===== config.mk =====
export PLATFORM = sky130hd
export DESIGN_NAME = if_fetch_unit
export DESIGN_NICKNAME = d
export VERILOG_FILES = /design/src/rtl/if_fetch_unit_pkg.sv /design/src/rtl/fetch_hold_buf.sv /design/src/rtl/if_fetch_unit.sv
export SDC_FILE = /design/constraint.sdc
export NUM_CORES = 1
export LEC_CHECK = 0
export BUFFER_PORTS_ARGS = -buffer_cell sky130_fd_sc_hd__buf_2
export CORE_MARGIN = 4
export CORE_UTILIZATION = 58
export CTS_CLUSTER_DIAMETER = 100
export DETAILED_ROUTE_END_ITERATION = 16
export MAX_ROUTING_LAYER = met4
export PLACE_DENSITY = 0.91
export SETUP_SLACK_MARGIN = 0.2
export SLEW_MARGIN = 10
export SYNTH_ARGS = -nofsm -noshare
export SYNTH_HDL_FRONTEND = slang
export SYNTH_SLANG_ARGS = --single-unit

===== constraint.sdc =====
create_clock -name clk -period 4.1 [get_ports clk]
set_input_delay 0.205 -clock clk [delete_from_list [all_inputs] [get_ports clk]]
set_output_delay 0.205 -clock clk [all_outputs]
set_load 0.005 [all_outputs]

===== src/rtl/if_fetch_unit_pkg.sv =====
// rtl/if_fetch_unit_pkg.sv - shared constants, state encoding and predecode helper for the fetch unit
package if_fetch_unit_pkg;

    localparam logic [31:0] ZERO_WORD        = 32'h0000_0000;
    localparam logic [31:0] RESET_PC_DEFAULT = 32'h0000_0000;
    localparam logic [6:0]  OPC_JAL          = 7'b1101111;
    localparam logic [6:0]  OPC_JALR         = 7'b1100111;

    typedef enum logic [1:0] {
        FS_RESET = 2'd0,
        FS_REQ   = 2'd1,
        FS_HOLD  = 2'd2
    } fetch_state_t;

    function automatic logic is_jump_op(input logic [31:0] inst);
        return (inst[6:0] == OPC_JAL) || (inst[6:0] == OPC_JALR);
    endfunction

endpackage


===== src/rtl/fetch_hold_buf.sv =====
// rtl/fetch_hold_buf.sv - one-entry holding buffer for a fetched {pc, inst[, jjru]} payload
module fetch_hold_buf #(
    parameter int W = 64
) (
    input  logic         clk,
    input  logic         rst_n,
    input  logic         i_load,
    input  logic         i_clear,
    input  logic [W-1:0] i_data,
    output logic [W-1:0] o_data,
    output logic         o_full
);

    logic [W-1:0] r_data;
    logic         r_full;

    // Clear beats load so a redirect always empties the entry.
    always_ff @(posedge clk or negedge rst_n) begin
        if (!rst_n) begin
            r_data <= '0;
            r_full <= 1'b0;
        end else if (i_clear) begin
            r_full <= 1'b0;
        end else if (i_load) begin
            r_data <= i_data;
            r_full <= 1'b1;
        end
    end

    assign o_data = r_data;
    assign o_full = r_full;

endmodule


===== src/rtl/if_fetch_unit.sv =====
// rtl/if_fetch_unit.sv - IF-stage PC owner, imem requester and IF/ID presenter; FETCH_PREDECODE_EN adds JAL/JALR predecode
module if_fetch_unit
    import if_fetch_unit_pkg::*;
#(
    parameter logic [31:0] RESET_PC = RESET_PC_DEFAULT
) (
    input  logic        clk,
    input  logic        rst_n,
    input  logic        stall_i,
    input  logic        redirect_i,
    input  logic [31:0] redirect_pc_i,
    output logic        imem_req_o,
    output logic [31:0] imem_addr_o,
    input  logic        imem_ack_i,
    input  logic [31:0] imem_rdata_i,
    output logic [31:0] pc_out_o,
    output logic [31:0] inst_o,
    output logic        valid_o,
    output logic        is_jjru_o
);

`ifdef FETCH_PREDECODE_EN
    localparam int BUF_W = 65;
`else
    localparam int BUF_W = 64;
`endif

    fetch_state_t r_state, w_state_nx;
    logic [31:0]  r_pc, r_pc_out, r_inst;
    logic         r_valid;
    logic         w_capture, w_buf_load, w_buf_clear, w_present, w_bubble, w_redirect, w_pc_inc;
    logic [BUF_W-1:0] w_buf_din, w_buf_dout;
    logic         w_buf_full;

    always_ff @(posedge clk or negedge rst_n) begin
        if (!rst_n) r_state <= FS_RESET;
        else        r_state <= w_state_nx;
    end

    always_comb begin
        w_state_nx  = r_state;
        w_capture   = 1'b0;
        w_buf_load  = 1'b0;
        w_buf_clear = 1'b0;
        w_present   = 1'b0;
        w_bubble    = 1'b0;
        w_redirect  = 1'b0;
        w_pc_inc    = 1'b0;
        case (r_state)
            FS_RESET: w_state_nx = FS_REQ;
            FS_REQ: begin
                if (redirect_i) begin
                    w_redirect  = 1'b1;
                    w_buf_clear = 1'b1;
                end else if (imem_ack_i) begin
                    w_pc_inc = 1'b1;
                    if (stall_i) begin
                        w_buf_load = 1'b1;
                        w_state_nx = FS_HOLD;
                    end else begin
                        w_capture = 1'b1;
                    end
                end else if (!stall_i) begin
                    w_bubble = 1'b1;
                end
            end
            FS_HOLD: begin
                if (redirect_i) begin
                    w_redirect  = 1'b1;
                    w_buf_clear = 1'b1;
                    w_state_nx  = FS_REQ;
                end else if (!stall_i) begin
                    w_present   = 1'b1;
                    w_buf_clear = 1'b1;
                    w_state_nx  = FS_REQ;
                end
            end
            default: w_state_nx = FS_RESET;
        endcase
    end

`ifdef FETCH_PREDECODE_EN
    assign w_buf_din = {r_pc, imem_rdata_i, is_jump_op(imem_rdata_i)};
`else
    assign w_buf_din = {r_pc, imem_rdata_i};
`endif

    fetch_hold_buf #(.W(BUF_W)) u_hold_buf (
        .clk     (clk),
        .rst_n   (rst_n),
        .i_load  (w_buf_load),
        .i_clear (w_buf_clear),
        .i_data  (w_buf_din),
        .o_data  (w_buf_dout),
        .o_full  (w_buf_full)
    );

    // Presented pc/inst only change on a real instruction; bubbles just drop valid.
    always_ff @(posedge clk or negedge rst_n) begin
        if (!rst_n) begin
            r_pc     <= RESET_PC;
            r_pc_out <= ZERO_WORD;
            r_inst   <= ZERO_WORD;
            r_valid  <= 1'b0;
        end else begin
            if (w_redirect)    r_pc <= redirect_pc_i & ~32'd3;
            else if (w_pc_inc) r_pc <= r_pc + 32'd4;

            if (w_capture) begin
                r_pc_out <= r_pc;
                r_inst   <= imem_rdata_i;
                r_valid  <= 1'b1;
            end else if (w_present) begin
                r_pc_out <= w_buf_dout[BUF_W-1 -: 32];
                r_inst   <= w_buf_dout[BUF_W-33 -: 32];
                r_valid  <= w_buf_full;
            end else if (w_redirect || w_bubble) begin
                r_valid  <= 1'b0;
            end
        end
    end

`ifdef FETCH_PREDECODE_EN
    logic r_jjru;
    always_ff @(posedge clk or negedge rst_n) begin
        if (!rst_n)         r_jjru <= 1'b0;
        else if (w_capture) r_jjru <= is_jump_op(imem_rdata_i);
        else if (w_present) r_jjru <= w_buf_dout[0];
    end
    assign is_jjru_o = r_jjru;
`else
    assign is_jjru_o = 1'b0;
`endif

    assign imem_req_o  = (r_state == FS_REQ);
    assign imem_addr_o = r_pc;
    assign pc_out_o    = r_pc_out;
    assign inst_o      = r_inst;
    assign valid_o     = r_valid;

endmodule


Word-level counts from Yosys, hierarchy flattened --
Index checks and enable logic that the tools add are counted.
Word-level totals: RAM bits 0, memories 0, latch bits 0, input port bits 69, output and inout port bits 99, bits in read-only memories 0, register bits 164
Cells by class: magnitude comparators 0, equal/unequal tests 6, shift operators 0, bitwise operators 1, reductions and logical operators 9, mux-type cells 37, $add $sub $neg 1, div/mod/pow operators 0, multiply operators 0
Operators by type and width (number):
- two-way mux 32 bit | 6
- adder 32 x 3 -> 32 bit (second input constant) | 1
- two-way mux 1 bit | 24
- two-way mux 2 bit | 5
- case mux 2 bit (3 select lines) | 1
- nonzero test 2 bit | 3
- != test 2 bit (second input constant) | 2
- AND reduction 4 bit | 1
- != test 3 bit (second input constant) | 1
- nonzero test 3 bit | 1
- == test 2 x 1 -> 1 bit (second input constant) | 1
- == test 2 bit (second input constant) | 1
- logical NOT 2 bit | 1
- != test 2 x 1 -> 1 bit (second input constant) | 1
- case mux 1 bit (2 select lines) | 1
- AND reduction 2 bit | 1
- OR reduction 2 bit | 1
- logical OR 1 bit | 1
- inverter 1 bit | 1

Longest topological paths before layout --
Gate-level depths: netlist of the first run.
depth after elaboration 8, gate-level depth with buffers 9, depth with buffers taken out 6

Hierarchy --
A second synthesis of the first run with hierarchy kept.
Second synthesis, totals: cells, all modules 639, area, all modules 7627.3 um2
Modules (own cells, without submodules):
- if_fetch_unit | times used 1, area each 4893.4 um2, cells an instance 500
- fetch_hold_buf | times used 1, area each 2733.9 um2, cells an instance 139

Worst setup path after synthesis of the first run --
Ideal clock, no wire load.
path kind register to register, start register r_state[1], end register r_pc[24], in the netlist imem_addr_o[24], setup time 0.082 ns, stages on the path, launching flop included 10, slack 1.871 ns, arrival time 2.148 ns, required time 4.018 ns, path through dfrtp_1 > inv_1 > ha_1 > buf_2 > nand4b_1 > or3_1 > clkbuf_1 > clkbuf_1 > or3_1 > a31oi_1
Between the ends: cells in the longest elaborated chain, start to end 4, elaborated cells between the ends (all ways) 7, classes of those cells eq/ne: 2; mux: 3; reduce/logical: 2
RTL lines:
- from (decl) | line if_fetch_unit.sv:28 | fetch_state_t r_state, w_state_nx;
- from (signal assigned) | line if_fetch_unit.sv:37 | else r_state <= w_state_nx;
- == test 2 x 1 -> 1 bit *
- named net imem_req_o | line if_fetch_unit.sv:12 | output logic imem_req_o,
- OR reduction 2 bit (no source line)
- two-way mux 1 bit
- two-way mux 32 bit or nonzero test 2 bit (tied branches)
- to (signal assigned) | line if_fetch_unit.sv:106 | if (w_redirect) r_pc <= redirect_pc_i & ~32'd3;
- to (signal assigned) | line if_fetch_unit.sv:107 | else if (w_pc_inc) r_pc <= r_pc + 32'd4;
- to (decl) | line if_fetch_unit.sv:29 | logic [31:0] r_pc, r_pc_out, r_inst;
Mark *: on every way through the listed nets, which the timed path passes. The rest lies on a longest branch. A chain may end at the register's enable or synchronous reset.

Worst setup path after layout of the first run --
start register r_state[0], end register r_inst[16], in the netlist inst_o[16]
Between the ends: cells in the longest elaborated chain, start to end 3, elaborated cells between the ends (all ways) 6, classes of those cells eq/ne: 2; mux: 3; reduce/logical: 1
RTL lines:
- == test 2 x 1 -> 1 bit or == test 2 bit (tied branches) | line if_fetch_unit.sv:49 | case (r_state)
- two-way mux 1 bit | line if_fetch_unit.sv:49
- two-way mux 32 bit or nonzero test 2 bit (tied branches)
- to (signal assigned) | line if_fetch_unit.sv:111 | r_inst <= imem_rdata_i;
- to (signal assigned) | line if_fetch_unit.sv:115 | r_inst <= w_buf_dout[BUF_W-33 -: 32];
- to (decl) | line if_fetch_unit.sv:29
Several ways; a longest one is shown, not always the timed one.

==> results_dict.tcl, run 1 <==
set metrics [dict create \
    grt_start_max_net_pins 119 \
    start_util_pct 59.03 \
    crit_fanout 64 \
    fin_skew_ns 0.007117 \
    drive_above_1_share_pct 35.27 \
    grt_usage_pct 27.78 \
    synth_edf_count 0 \
    yosysMostFrequentCell "dfrtp_1" \
    cts_buffers 17 \
    worstHoldStart "redirect_pc_i[5]" \
    grt_pass1_vias 5952 \
    r2r_start "r_state[0]$_DFFE_PN0P_" \
    drt-initial-drc-count 511 \
    max_slew_margin_pct 23.35 \
    htree_levels 4 \
    critical_path_class "register to register" \
    synth_commonest_cells "158 x dfrtp_1, 64 x and3_1, 61 x a221o_1, 57 x mux2_2, 31 x clkbuf_1" \
    clock-root-buffer "clkbuf_16" \
    ys_async_sr_fraction_pct 100.0 \
    cp-end-kind "register" \
    outcome "completed" \
    drc 0 \
    fin_crit_sh_pct 71.40 \
    die_area_mm2 0.01400 \
    synth.top_cells.by_area "dfrtp_1 56%, mux2_2 9.1%, a221o_1 8.6%" \
    syn_avg_cell_area_um2 11.93 \
    drt-vias-per-instance 6.524 \
    synth_largest_area_cell "dfrtp_1" \
    setup-tns-final_ns 0 \
    rr_worst_depth 7 \
    fin_nets 803 \
    p_leak_uw 0.004046 \
    synth.cell_area_mm2 0.007061 \
    synth.distinct_cells 50 \
    place.gp.congestion 0.8748 \
    post_drt_wl_per_cell_um 21.00 \
    overflow 0 \
    num_vias 5793 \
    ys_ff_latch 158 \
    fmax_mhz 341.6 \
    cap_violations 0 \
    report.final.setup_viol 0 \
    synth_top_area_share_pct 56.00 \
    report.final.slew_viol_count 0 \
    postRouteAntennaNets 0 \
    grt_pass1_wl_mm 30.43 \
    cts_tree "yes" \
    rrSetupSlack_ns 1.17 \
    hpwl_mm 11.62 \
    io_pins 168 \
    clk_pin_slew_ns 0.06 \
    yosys_warnings 0 \
    peakVddDrop_mv 0.4044 \
    worst_hold_path_type "primary input to register" \
    clkLatencyLatePin_ns 0.42 \
    tightest_slew_ns 1.150 \
    holdPathStages 3 \
    final_cell_area_mm2 0.008453 \
    first_pass_iters 5 \
    instances_no_fill 888 \
    startpoint_type "register" \
    period_minus_slack_ns 2.927 \
    rsz0062_at_grt "no" \
    required_ns 4.45 \
    cts_resized 0 \
    r2r_end "inst_o[16]$_DFFE_PN0P_" \
    dpl_cell_area_mm2 0.007868 \
    power.density_mw_per_mm2 765.7 \
    min_to "imem_addr_o[5]$_DFFE_PN0P_" \
    synth-main-ff-cell "dfrtp_1" \
    yosysSeqAreaShare_pct 56.00 \
    antenna_found_initial 1 \
    syn_inst 592 \
    fp.dieH_um 118.3 \
    portBuffers 160 \
    arrival_ns 3.28 \
    die-width_um 118.3 \
    area_growth_pct 19.72 \
    final_hold_viol_count 0 \
    dpl.cell_count 855 \
    final_util_pct 70.67 \
    clk_path_buf_depth 2 \
    wl_mm 18.65 \
    core_mm2 0.01196 \
    num_rows 40 \
    cts.sinks 158 \
]
-- placed cells by master (no fill, tap or decap), drive strengths merged, types with 3 or more instances in the layout --
master | netlist | final
buf | 19 | 166
dfrtp | 158 | 158
and3 | 65 | 65
a221o | 62 | 62
mux2 | 57 | 57
nand2 | 27 | 27
o21ai | 21 | 21
nor2 | 21 | 21
clkbuf | 35 | 21
a31oi | 15 | 15
nand3 | 12 | 12
or4 | 11 | 11
inv | 8 | 8
nand4 | 8 | 8
o31ai | 8 | 8
or3 | 7 | 7
nor3 | 6 | 6
xnor2 | 5 | 5
conb | 1 | 5
clkinv | 0 | 5
o311ai | 4 | 4
o211ai | 4 | 4
ha | 4 | 4
a21oi | 4 | 4
or2 | 3 | 3
and2 | 3 | 3
dlygate4sd3 | 0 | 3
nand2b | 3 | 3
-- cell type report --
cell class	instances	area [um2]
Multi-Input combinational cell	376	2835
Antenna cell	1	2.502
Clock buffer	21	460.4
Tap cell	147	183.9
Inverter	8	30.03
Sequential cell	158	3954
Fill cell	836	3508
Timing Repair Buffer	169	894.6
Clock inverter	8	92.59
-- metal layers --
metal	up-vias	GRT usage (%)	part of all wire (%)
met3	40	6.794	8.3
met1	2886	35.28	41
met5	-	-	0
li1	2533	-	-
met2	334	43.62	48
met4	0	10.33	2.2
-- worst max-delay path by stage --
stage | from | endpoint | slack, ns | depth (start not counted)
2_1_floorplan | r_state[1]$_DFFE_PN0P_ | imem_addr_o[24]$_DFFE_PN0P_ | 1.87 | 9
3_5_place_dp | r_state[0]$_DFFE_PN0P_ | inst_o[22]$_DFFE_PN0P_ | 1.22 | 7
5_1_grt | r_state[0]$_DFFE_PN0P_ | pc_out_o[9]$_DFFE_PN0P_ | 1.02 | 7
3_3_place_gp | r_state[0]$_DFFE_PN0P_ | pc_out_o[8]$_DFFE_PN0P_ | 1.32 | 7
4_1_cts | r_state[0]$_DFFE_PN0P_ | inst_o[22]$_DFFE_PN0P_ | 1.20 | 7
6_report | r_state[0]$_DFFE_PN0P_ | inst_o[16]$_DFFE_PN0P_ | 1.17 | 7
-- state kept, by name, summed over array words and instances, names as in the netlist --
name               count
u_hold_buf.o_data     62
inst_o                32
imem_addr_o           30
pc_out_o              30
r_state                2
u_hold_buf.o_full      1
valid_o                1
-- per-stage QoR --
step	worst slack (ns)	hold slack (ns)	power (uW)
after floorplan	1.871	-0.09059	4044
after global placement	1.324	0.4217	4764
after detailed placement	1.219	0.4257	4922
after CTS	1.199	0.0003175	6476
after global routing	1.019	0.003644	6857
final	1.173	0.01280	6473
-- worst max-delay path, stage by stage, from the launching register on --
cell and delay, ns:
dfrtp_1 0.40, inv_1 0.09, ha_1 0.27, nand2b_1 0.09, or2_2 0.71, a21oi_4 0.64
buf_4 0.43, a221o_1 0.22
-- cells by family after synthesis --
group | after synthesis | share of synthesized area [%]
adders and majority gates | 4 | 0.7089
DFF | 158 | 56.00
other | 1 | 0.05311
and+or+nand+nor | 175 | 14.07
buffers and inverters | 62 | 4.395
AOI/OAI and AO/OA | 128 | 14.81
xor gates and xnor gates | 7 | 0.8683
muxes | 57 | 9.091
-- what timing repair did --
| item | in CTS | in global routing |
|---|---|---|
| endpoints found under the hold margin | 28 | 0 |
| hold buffers | 3 | 0 |
| setup endpoints to repair | 0 | 0 |
| setup buffers | 0 | 0 |
-- where the power goes --
part / total (uW) / switching [uW] / leakage [uW] / internal (uW)
logic: 2050 / 950 / 0.00185 / 1090
registers: 2920 / 614 / 0.00192 / 2300
clock network: 1510 / 598 / 0.000274 / 912
total: 6470 / 2160 / 0.00405 / 4310
Power figures use the tool's default switching activity.
==> run 2: changes to the inputs <==
--- a/config.mk
+++ b/config.mk
@@ -5,13 +5,14 @@
 export SDC_FILE = /design/constraint.sdc
 export NUM_CORES = 1
 export LEC_CHECK = 0
+export ABC_AREA = 1
 export BUFFER_PORTS_ARGS = -buffer_cell sky130_fd_sc_hd__buf_2
 export CORE_MARGIN = 4
-export CORE_UTILIZATION = 58
+export CORE_UTILIZATION = 54
 export CTS_CLUSTER_DIAMETER = 100
 export DETAILED_ROUTE_END_ITERATION = 16
 export MAX_ROUTING_LAYER = met4
-export PLACE_DENSITY = 0.91
+export PLACE_DENSITY = 0.86
 export SETUP_SLACK_MARGIN = 0.2
 export SLEW_MARGIN = 10
 export SYNTH_ARGS = -nofsm -noshare
==> constraint.sdc (replaced) <==
create_clock -name clk -period 2.7 [get_ports clk]
set_input_delay 0.135 -clock clk [delete_from_list [all_inputs] [get_ports clk]]
set_output_delay 0.135 -clock clk [all_outputs]
set_load 0.005 [all_outputs]
==> run 2 against run 1 <==
  * Via count rose by 21%
  * Non-clock buffer count rose by 36
  * Critical path depth rose by 1
  * Worst setup slack got worse by 0.60 ns
  * Critical endpoint is now inst_o[13]$_DFFE_PN0P_
  * Largest power group unchanged
==> results_dict.tcl, run 2 <==
set metrics [dict create \
    cpMaxStageDelayCell "buf_4" \
    start_util_pct 55.88 \
    clk_pin_slew_ns 0.06 \
    synth_edf_count 0 \
    wl_mm 20.07 \
    area_growth_pct 23.78 \
    multi_input_area_mm2 0.003005 \
    largest_reg_flops 62 \
    antenna_found_initial 1 \
    r2r_end "inst_o[13]$_DFFE_PN0P_" \
    rr_worst_depth 8 \
    peakVddDrop_mv 0.5406 \
    post_drt_wl_per_cell_um 15.76 \
    core_mm2 0.01345 \
    syn_inst 910 \
    synth-main-ff-cell "dfrtp_1" \
    die_area_mm2 0.01587 \
    required_ns 3.04 \
    num_vias 7025 \
    holdWs_ns 0.009041 \
    holdPathStages 3 \
    r2r_start "r_state[1]$_DFFE_PN0P_" \
    htree_levels 4 \
    yosysMostFrequentCell "nand2_1" \
    fin_skew_ns 0.005517 \
    syn_avg_cell_area_um2 8.261 \
    clk_path_buf_depth 2 \
    crit_fanout 53 \
    min_to "u_hold_buf.o_data[31]$_DFFE_PN0P_" \
    crit_family "buffers and inverters" \
    wl_met1_mm 8.579 \
    synth_top_area_share_pct 52.60 \
    synth.top_cells.by_area "dfrtp_1 53%, nand2_1 14%, nand3_1 6.9%" \
    cts_tree "yes" \
    ys_async_sr_fraction_pct 100.0 \
    cts.sinks 158 \
    die-width_um 126.0 \
    io_pins 168 \
    p_leak_uw 0.004699 \
    clkLatencyLatePin_ns 0.42 \
    synth_commonest_cells "276 x nand2_1, 158 x dfrtp_1, 103 x nand3_1, 78 x inv_1, 68 x o21ai_0" \
    overflow 0 \
    nFillCells 1087 \
    grt_start_max_net_pins 77 \
    dr_wl_met2_mm 9.217 \
    num_rows 42 \
    synth_largest_area_cell "dfrtp_1" \
    hpwl_mm 13.31 \
    drt-initial-drc-count 621 \
    dpl_cell_area_mm2 0.008459 \
    portBuffers 160 \
    startpoint "r_state[1]$_DFFE_PN0P_" \
    rsz0062_at_grt "no" \
    report.final.setup_viol 0 \
    max_slew_margin_pct 51.89 \
    tightest_slew_ns 0.7217 \
    cts_buffers 17 \
    arrival_ns 2.47 \
    final_cell_mix "276 x nand2_1, 159 x buf_2, 158 x dfrtp_1" \
    rrSetupSlack_ns 0.57 \
    layout_commonest_cell "nand2_1" \
    power.density_mw_per_mm2 1051 \
    synth.distinct_cells 31 \
    place.gp.congestion 0.9153 \
    clock-root-buffer "clkbuf_16" \
    cap_violations 0 \
    path_buf_inv 3 \
    yosys_warnings 0 \
    setup-tns-final_ns 0 \
    drive_above_1_share_pct 20.80 \
    highest_layer "met4" \
    ys_ff_latch 158 \
    fmax_mhz 470.0 \
    final_hold_viol_count 0 \
    drc 0 \
    grt_pass1_wl_mm 33.22 \
    dr_wl_met3_mm 1.554 \
    postRouteAntennaNets 0 \
    regArea_mm2 0.003954 \
    worstHoldStart "imem_rdata_i[31]" \
    cpPeakStageDelay_ns 0.39 \
    report.final.slew_viol_count 0 \
    crit_chain "inv_1 > ha_1 > nand3_4 > clkinv_4 > nand2_8 > buf_4 > nand3_1 > o211ai_1" \
    yosysSeqAreaShare_pct 52.60 \
    grt_pass1_vias 6776 \
    final_cell_area_mm2 0.009305 \
    fin_crit_sh_pct 78.80 \
    fin_nets 1157 \
    outcome "completed" \
    period_minus_slack_ns 2.128 \
    fp.dieH_um 126.0 \
    critical_path_class "register to register" \
    first_pass_iters 7 \
    postCtsSetupRepairBufs 0 \
    worst_hold_path_type "primary input to register" \
    grt_usage_pct 26.62 \
    synth.cell_area_mm2 0.007517 \
    cp-end-kind "register" \
    drt-vias-per-instance 5.518 \
    startpoint_type "register" \
]
==> run 2: cell types whose count changed after synthesis, sizes merged, moves of 57 or more <==
| cell | delta |
|---|---|
| nand3 | +92 |
| nand2 | +252 |
| inv | +73 |
| mux2 | -57 |
| a221o | -62 |
| o211ai | +64 |
| and3 | -65 |
==> run 2: report_power, final <==
group,internal (uW),leakage (uW),switching (uW),total [uW]
Combinational,1360,0.00243,1990,3350
Clock,1360,0.000277,913,2270
Sequential,3400,0.00199,756,4160
==> run 2: layout make-up <==
| class | instances | area share, % |
|---|---|---|
| clock inverter | 6 | 0.6320 |
| antenna | 1 | 0.02689 |
| clock buffer | 25 | 5.325 |
| timing repair buffer | 205 | 13.46 |
| multi-input combinational | 619 | 32.30 |
| tap | 176 | 2.367 |
| inverter | 83 | 3.402 |
| sequential | 158 | 42.49 |
==> run 2: cells by family after synthesis <==
logic type	Yosys count	synth area share [%]
DFF	158	52.60
AOI/OAI and AO/OA	162	14.13
adders and majority gates	4	0.6658
buffers and inverters	137	7.806
and+or+nand+nor	448	24.75
other	1	0.04989
==> run 2: worst reg2reg max path, stage by stage, from the launching register on <==
cell	delay (ns)
dfrtp_1	0.34
inv_1	0.08
ha_1	0.29
nand3_4	0.14
clkinv_4	0.20
nand2_8	0.34
buf_4	0.39
nand3_1	0.15
o211ai_1	0.12
==> run 2: routing by layer <==
| layer | vias up | track usage, % |
|---|---|---|
| met5 | - | - |
| met1 | 3270 | 35.66 |
| met2 | 343 | 39.91 |
| met3 | 70 | 5.207 |
| li1 | 3342 | - |
| met4 | 0 | 11.48 |
==> run 2: worst max path at each step <==
stage                             endpoint  slack, ns  cells past startpoint
4_1_cts             inst_o[31]$_DFFE_PN0P_       0.39                      8
5_1_grt             inst_o[19]$_DFFE_PN0P_       0.36                      8
6_report            inst_o[13]$_DFFE_PN0P_       0.57                      8
2_1_floorplan  imem_addr_o[11]$_DFFE_PN0P_       1.11                     10
3_3_place_gp        inst_o[31]$_DFFE_PN0P_       0.51                      8
3_5_place_dp        inst_o[31]$_DFFE_PN0P_       0.42                      8
==> run 2: what timing repair did <==
item | in CTS | in global routing
gates resized for setup | 0 | 1
hold endpoints to repair | 109 | 0
setup endpoints to repair | 0 | 16
hold buffers | 28 | 0
==> run 2: per-stage QoR <==
| step | worst slack, ns | utilization [%] | power [uW] | cells |
|---|---|---|---|---|
| after floorplan | 1.106 | - | 6062 | 914 |
| after global placement | 0.5076 | 62.88 | 7298 | 1213 |
| after detailed placement | 0.4249 | 62.88 | 7449 | 1213 |
| after CTS | 0.3879 | 69.08 | 9781 | 1272 |
| after global routing | 0.3601 | 69.17 | 10480 | 1273 |
| final | 0.5723 | 69.17 | 9777 | 1273 |
